### src/rtl/ifetch_unit.sv
// RV32I instruction fetch: credit-limited imem requests, in-order
// response FIFO toward decode, redirect flush with stale-response discard.
module ifetch_unit #(
  parameter logic [31:0] RESET_PC = 32'h0000_0000,
  parameter int          DEPTH    = 2
) (
  input  logic        clk,
  input  logic        rst_n,
  output logic        imem_req,
  output logic [31:0] imem_addr,
  input  logic        imem_gnt,
  input  logic        imem_rvalid,
  input  logic [31:0] imem_rdata,
  output logic        instr_valid,
  output logic [31:0] instr,
  output logic [31:0] instr_pc,
  input  logic        instr_ready,
  input  logic        redirect,
  input  logic [31:0] redirect_pc
);

  localparam int AW = $clog2(DEPTH);
  localparam int CW = AW + 1;
  localparam logic [CW:0] LIMIT = (CW+1)'(DEPTH);
  localparam logic [31:0] NOP = 32'h0000_0013;

  typedef struct packed {
    logic [31:0] word;
    logic [31:0] pc;
  } entry_t;

  entry_t          mem [DEPTH];

  logic [31:0]     fetch_pc;
  logic [31:0]     fetch_pc_n;
  logic [31:0]     rsp_pc;
  logic [31:0]     rsp_pc_n;
  logic [31:0]     target;
  logic [CW-1:0]   outstanding;
  logic [CW-1:0]   outstanding_n;
  logic [CW-1:0]   count;
  logic [CW-1:0]   count_n;
  logic [CW-1:0]   discard;
  logic [CW-1:0]   discard_n;
  logic [AW-1:0]   wr_ptr;
  logic [AW-1:0]   wr_ptr_n;
  logic [AW-1:0]   rd_ptr;
  logic [AW-1:0]   rd_ptr_n;
  logic [CW:0]     in_use;
  logic            credit;
  logic            accept;
  logic            rsp;
  logic            drop;
  logic            push;
  logic            pop;
  logic            unused_lsb;

  assign unused_lsb = ^redirect_pc[1:0];
  assign target     = {redirect_pc[31:2], 2'b00};

  assign in_use   = {1'b0, outstanding} + {1'b0, count};
  assign credit   = in_use < LIMIT;
  assign imem_req = rst_n && !redirect && credit;
  assign imem_addr = fetch_pc;

  assign accept = imem_req && imem_gnt;
  // responses with nothing outstanding are protocol noise
  assign rsp  = imem_rvalid && (outstanding != '0);
  assign drop = rsp && (redirect || (discard != '0));
  assign push = rsp && !drop;
  assign pop  = instr_valid && instr_ready && !redirect;

  assign instr_valid = count != '0;
  assign instr    = instr_valid ? mem[rd_ptr].word : NOP;
  assign instr_pc = instr_valid ? mem[rd_ptr].pc : rsp_pc;

  always_comb begin
    outstanding_n = outstanding
                  + CW'(accept)
                  - CW'(rsp);
    fetch_pc_n = fetch_pc;
    rsp_pc_n   = rsp_pc;
    count_n    = count;
    discard_n  = discard;
    wr_ptr_n   = wr_ptr;
    rd_ptr_n   = rd_ptr;
    if (redirect) begin
      // everything still in flight belongs to the old path
      fetch_pc_n = target;
      rsp_pc_n   = target;
      count_n    = '0;
      discard_n  = outstanding_n;
      wr_ptr_n   = '0;
      rd_ptr_n   = '0;
    end else begin
      if (accept) fetch_pc_n = fetch_pc + 32'd4;
      if (push) begin
        rsp_pc_n = rsp_pc + 32'd4;
        wr_ptr_n = wr_ptr + AW'(1);
      end
      if (pop) rd_ptr_n = rd_ptr + AW'(1);
      if (drop) discard_n = discard - CW'(1);
      unique case ({push, pop})
        2'b10:   count_n = count + CW'(1);
        2'b01:   count_n = count - CW'(1);
        default: count_n = count;
      endcase
    end
  end

  always_ff @(posedge clk or negedge rst_n) begin
    if (!rst_n) begin
      fetch_pc    <= RESET_PC;
      rsp_pc      <= RESET_PC;
      outstanding <= '0;
      count       <= '0;
      discard     <= '0;
      wr_ptr      <= '0;
      rd_ptr      <= '0;
    end else begin
      fetch_pc    <= fetch_pc_n;
      rsp_pc      <= rsp_pc_n;
      outstanding <= outstanding_n;
      count       <= count_n;
      discard     <= discard_n;
      wr_ptr      <= wr_ptr_n;
      rd_ptr      <= rd_ptr_n;
    end
  end

  always_ff @(posedge clk) begin
    if (push) mem[wr_ptr] <= '{word: imem_rdata, pc: rsp_pc};
  end

endmodule

### config.mk
export PLATFORM = sky130hd
export DESIGN_NAME = ifetch_unit
export DESIGN_NICKNAME = d
export VERILOG_FILES = /design/src/rtl/ifetch_unit.sv
export SDC_FILE = /design/constraint.sdc
export NUM_CORES = 1
export LEC_CHECK = 0
export CORE_MARGIN = 4
export CORE_UTILIZATION = 40
export CTS_BUF_LIST = sky130_fd_sc_hd__clkbuf_2
export DETAILED_ROUTE_END_ITERATION = 7
export PLACE_DENSITY_LB_ADDON = 0.3
export SYNTH_ARGS = -nofsm -noshare
export SYNTH_HDL_FRONTEND = slang
export SYNTH_SLANG_ARGS = --single-unit
### constraint.sdc
create_clock -name clk -period 15.5 [get_ports clk]
set_input_delay 3.1 -clock clk [delete_from_list [all_inputs] [get_ports clk]]
set_output_delay 3.1 -clock clk [all_outputs]
set_load 0.1 [all_outputs]
# --- Word level (Yosys, flattened, before mapping) ---
# Memories as Yosys holds them, arrays and structs flattened.
# Cells that the tools add are included.
op_classes:
  addsub: 10
  n_lt_le_gt_ge: 1
  n_eq_ne: 2
  n_mux: 16
  n_reduce_logical: 19
op_table:
  columns: ["cell", "n"]
  rows:
  - ["32-bit two-way mux", 6]
  - ["32-bit by 3-bit adder with 32-bit output (second input constant)", 2]
  - ["2-bit nonzero test", 7]
  - ["1-bit logical AND", 8]
  - ["1-bit two-way mux", 6]
  - ["2-bit two-way mux", 3]
  - ["2-bit one-hot mux with 2 select lines", 1]
  - ["2-bit by 1-bit subtractor with 2-bit output (second input constant)", 2]
  - ["2-bit by 2-bit adder with 3-bit output", 1]
  - ["3-bit by 2-bit less-than comparator with 1-bit output (second input constant)", 1]
  - ["3-bit nonzero test", 1]
  - ["1-bit adder (second input constant)", 2]
  - ["2-bit by 1-bit adder with 2-bit output", 1]
  - ["2-bit by 1-bit adder with 2-bit output (second input constant)", 1]
  - ["2-bit by 1-bit == test with 1-bit output (second input constant)", 1]
  - ["2-bit == test (second input constant)", 1]
  - ["1-bit zero test", 2]
  - ["2-bit by 1-bit subtractor with 2-bit output", 1]
  - ["1-bit logical OR", 1]
word_totals:
  register_bits: 72
  ram_bits: 128
  in_bits: 70
  out_inout_bits: 98
  wordCells: 56
  n_memories: 1
mem_list:
  columns: ["name", "depth", "width", "read_ports", "rd_ports_with_merged_regs", "wr", "line", "text"]
  rows:
  - ["mem", 2, 64, 1, 0, 1, "32", "entry_t mem [DEPTH];"]

# --- Logic depth before layout (Yosys ltp) ---
logic_depth:
  ltp_word: 8
  depth_mapped: 10

# --- Worst setup path before layout ---
# OpenSTA, ideal clock, no wires.
synth_path:
  path_kind: "in2reg"
  start: "in redirect"
  end: "mem mem[0][10] (netlist name), enable pin"
  arrival_ns: 7.939
  setup_slack_ns: 7.003
  path_stages: 4
  path_buffers: 3
  cell_sequence: "buf_2 clkbuf_1 clkbuf_1 nor3_1"
synth_between:
  elab_chain_len: 6
synth_lines:
  columns: ["item", "line", "text"]
  rows:
  - ["start: declaration", "18", "input logic redirect,"]
  - ["1-bit logical OR", "69", "assign drop = rsp && (redirect || (discard != '0));"]
  - ["1-bit logical AND", "69", null]
  - ["1-bit zero test", "70", "assign push = rsp && !drop;"]
  - ["1-bit logical AND", "70", null]
  - ["1-bit two-way mux", "132", "if (push) mem[wr_ptr] <= '{word: imem_rdata, pc: rsp_pc};"]
  - ["1-bit two-way mux (not written as such)", "132", null]
  - ["end: declaration", "32", null]
# No other way between the ends.

# --- Final worst setup path ---
layout_path:
  start: "in redirect"
  end: "out imem_req"
layout_between:
  elab_chain_len: 3
layout_lines:
  columns: ["item", "line", "text"]
  rows:
  - ["1-bit zero test", "63", "assign imem_req = rst_n && !redirect && credit;"]
  - ["1-bit logical AND (2 in a row)", "63", null]
  - ["end: declaration", "9", "output logic imem_req,"]
# No other way between the ends.

==> metrics list <==
- The flow ran to the end, and the final reports show no timing, DRC or antenna violations.
- Mean number of vias per cell: ~5.5
- Number of antenna violations at the first check in global routing: 1
- Summing the areas of all compound-gate instances in the mapped netlist gives between 8 and 9% of the synthesized area.
- Number of instances resized during post-cts repair: 0
* Post-CTS Setup Repair Bufs: 0
* Number of failing setup endpoints in the final timing report: 0
- For this design, the CTS-stage hold fixing added 0 buffers.
* Remaining antenna violation count: 0
* Average footprint of a synthesized cell: around 12 um^2
- Cells with a size suffix above 1 make up ~8% of the layout.
* Count of flip-flops with a built-in enable after synthesis: between 100 and 150
* Area share of fa/ha/maj cells after synthesis: less than 1%
* Mux cell area share after synthesis: between 8 and 9%
- Routability-driven placement finished with a final weighted congestion of between 0.8 and 0.9.
- Worst Path Class, Setup: in -> out
- The share of the Yosys chip area taken by registers is between 60% and 70%.
- Dividing the detail-routed wire length by the instance count gives ~18 um.
* Minimum period implied by the final worst setup slack: about 8.3 ns
* CTS tree: yes
* Vias in the first global route: approximately 6200
- Total number of placement rows: 54
* CP max-delay cell: sky130_fd_sc_hd__clkdlybuf4s50_1
* Timing-limited maximum frequency: around 0.12 GHz
* Total count of hold-check failures in the final report: 0
- At the end of the flow the core is filled with cells to ~51%.
- In this run the standard cell core region covers about 22000 um^2.
- Max cap viols: 0
- The count of final max-slew check failures was 0.
* Chip height: 158 um
- CTS Root Buffer Type: sky130_fd_sc_hd__clkbuf_2
- The clock passes through at most 2 buffers.
- In this run, synthesis produced a sequential element count of 192.
- 1st-iter DRT viols: around 370
- Summing all placed instances gives a cell area of around 11000 um^2.
- After routing, the total negative slack on setup checks comes to 0 ns.
- Pin count of the biggest net entering global routing: between 90 and 100
- Post-synth top area share: about two fifths
- Area growth from synthesis to layout: 23.3%
- During placement, the flow inserted port buffers numbering ~160.
- Data on the critical path is required at its endpoint by roughly 12 ns.
- After synthesis, the share of flip-flops with an asynchronous set or reset is 35.4%.
- Primary flip-flop cell chosen by synthesis mapping: sky130_fd_sc_hd__edfxtp_1
- Via count of the routed design: around 6600
* Total power: 1.65 mW
- Setup repair after global routing left no endpoint under its margin.
- The synthesized netlist devotes between 10% and 20% of its cell area to simple gates.
- Final period utilization: 53.7%
* Clk sink count: 192
- Final std cells w/o fill: about 1200
* Half-perimeter wire length after placement: 14300 um
- At the end of the flow, the number of nets in the layout was between 900 and 1000.
- In the global route stage, overall resource usage came out at around 17%.
* Final-layout worst hold slack: about 0.60 ns
* Aggregate global routing overflow: 0
* Most frequent cell after synthesis: sky130_fd_sc_hd__edfxtp_1
- Starting Density: between 40% and 50%
- After synthesis, the most frequently instantiated cells are sky130_fd_sc_hd__edfxtp_1 (124), sky130_fd_sc_hd__dfrtp_1 (68), sky130_fd_sc_hd__nor2_1 (67).
- The synthesized netlist contains 58 unique library cells.
* Area of the mapped netlist: approximately 9000 um^2
- Kind of start point of the critical path: input port
- The Yosys step of the flow raised 0 warnings.
* Max-slew headroom: 17.9%
* Crit end category: primary output
* Biggest area consumer among synthesized cells: sky130_fd_sc_hd__edfxtp_1
- Total number of H-tree levels: 4
* Die Area: 25000 um^2
- Power density of the placed cells: between 100 and 150 nW/um^2
* Number of optimization iterations in the first detailed-route pass: 4
* Total non-filler cell area in the finished layout: between 10000 and 15000 um^2
- Wire length of the first global-routing pass: ~33000 um
- Clock transition at the registers of the reported paths: ~0.26 ns
- Buffers inserted during clock tree synthesis total 17.
* Data arrival, critical path: around 5.2 ns
- Total wire length: around 21000 um
- Clock insertion delay at the later pin of the skew report: ~0.74 ns
- For this run, the slowest stage of the critical path takes between 1 and 1.5 ns.
- approximately 170 I/O pins were placed.
- Leakage power of the design: between 3 and 4 nW
* Placement Setup Slack: 7.20 ns
- Cell count after placement: between 1000 and 1500
- The min-delay analysis places its worst path in the category reg -> reg.
- Remaining routing DRC violations: 0
* Xor/xnor cell area share of the yosys netlist: ~2.1%
- Actual transition at the worst max-transition pin: 1.22 ns
- Instance count of the mapped netlist: around 760
- Dominant combinational cell family by area after synthesis: simple AND/OR/NAND/NOR gates
- In this run the horizontal extent of the chip is 158 um.
- By area the synthesized netlist is led by sky130_fd_sc_hd__edfxtp_1 (41%), sky130_fd_sc_hd__dfrtp_1 (19%), sky130_fd_sc_hd__mux2i_1 (7.1%).
- Fin Clk Skew: approximately 0.059 ns
- Post-route worst setup slack: 7.18 ns
* Worst-case vdd ir drop: between 0.00008 and 0.00009 V
- Of all nets on the critical path, the largest fanout is 53.
* Cell breakdown of the critical path: buf_2 -> buf_4 -> nor4b_4 -> clkdlybuf4s50_1
[cell families (layout without fill, tap and decap cells)]
kind of cell               Yosys count  count (layout)
adders and majority gates            6               6
and+or+nand+nor                    276             276
muxes                               76              76
xor gates and xnor gates            22              22
DFF                                192             192
AOI/OAI and AO/OA                  122             122
buffers and inverters               61             220
other                                1               5
[report_power, final]
group	leakage, nW	switching, mW	internal, mW	total (mW)
clock network	0.142	0.179	0.0637	0.243
registers	1.91	0.0499	0.600	0.650
logic	1.74	0.575	0.187	0.762
[sequential cells by signal (all words and copies together), names as in the netlist]
signal	flops
mem	124
imem_addr	30
rsp_pc	30
count	2
discard	2
outstanding	2
rd_ptr	1
wr_ptr	1
[critical path: cells and delay by family]
family	cells	cell delay (ns)
buffers and inverters	3	1.61
AND/OR/NAND/NOR	1	0.49
[area by class of cell]
cell class / count / area (um^2)
Antenna cell: 1 / 2.50
Clock buffer: 17 / 85.1
Clock inverter: 15 / 148
Fill cell: 1977 / 10900
Inverter: 18 / 67.6
Multi-Input combinational cell: 506 / 3350
Sequential cell: 192 / 5430
Tap cell: 280 / 350
Timing Repair Buffer: 170 / 1670
[path summary, 6_finish.rpt]
check | slack (ns) | end | from | cells past startpoint
setup reg to reg | 12.56 | imem_addr[21]$_DFFE_PN0P_ | outstanding[0]$_DFF_PN0_ | 6
hold / removal | 0.60 | mem[1][20]$_DFFE_PP_ | rsp_pc[20]$_DFFE_PN0N_ | 0
min in group asynchronous | 2.18 | outstanding[0]$_DFF_PN0_ | rst_n | 1
setup / recovery | 7.18 | imem_req | redirect | 4
hold reg to reg | 0.60 | mem[1][20]$_DFFE_PP_ | rsp_pc[20]$_DFFE_PN0N_ | 0
max in group asynchronous | 12.10 | rd_ptr$_DFFE_PN0P_ | rst_n | 2
[layer usage]
layer / track usage [%] / vias up / routed length (um)
li1: - / 3161 / -
met1: 25.0 / 3174 / 10500
met2: 25.7 / 208 / 9410
met3: 3.39 / 16 / 1270
met4: 4.91 / 0 / 289
met5: 0 / - / 0
[placed cells by master, fill, tap and decap left out, drive strengths merged, types with 16 or more instances in the layout]
cell             n
nand3           21
nor4            17
nand4           27
clkbuf          17
nor3            16
inv             25
clkdlybuf4s50  159
a211oi          17
nand2           64
o21ai           40
nor2            67
dfrtp           68
mux2i           64
a31oi           20
edfxtp         124
No activity file was read; power rests on OpenSTA's default activity.
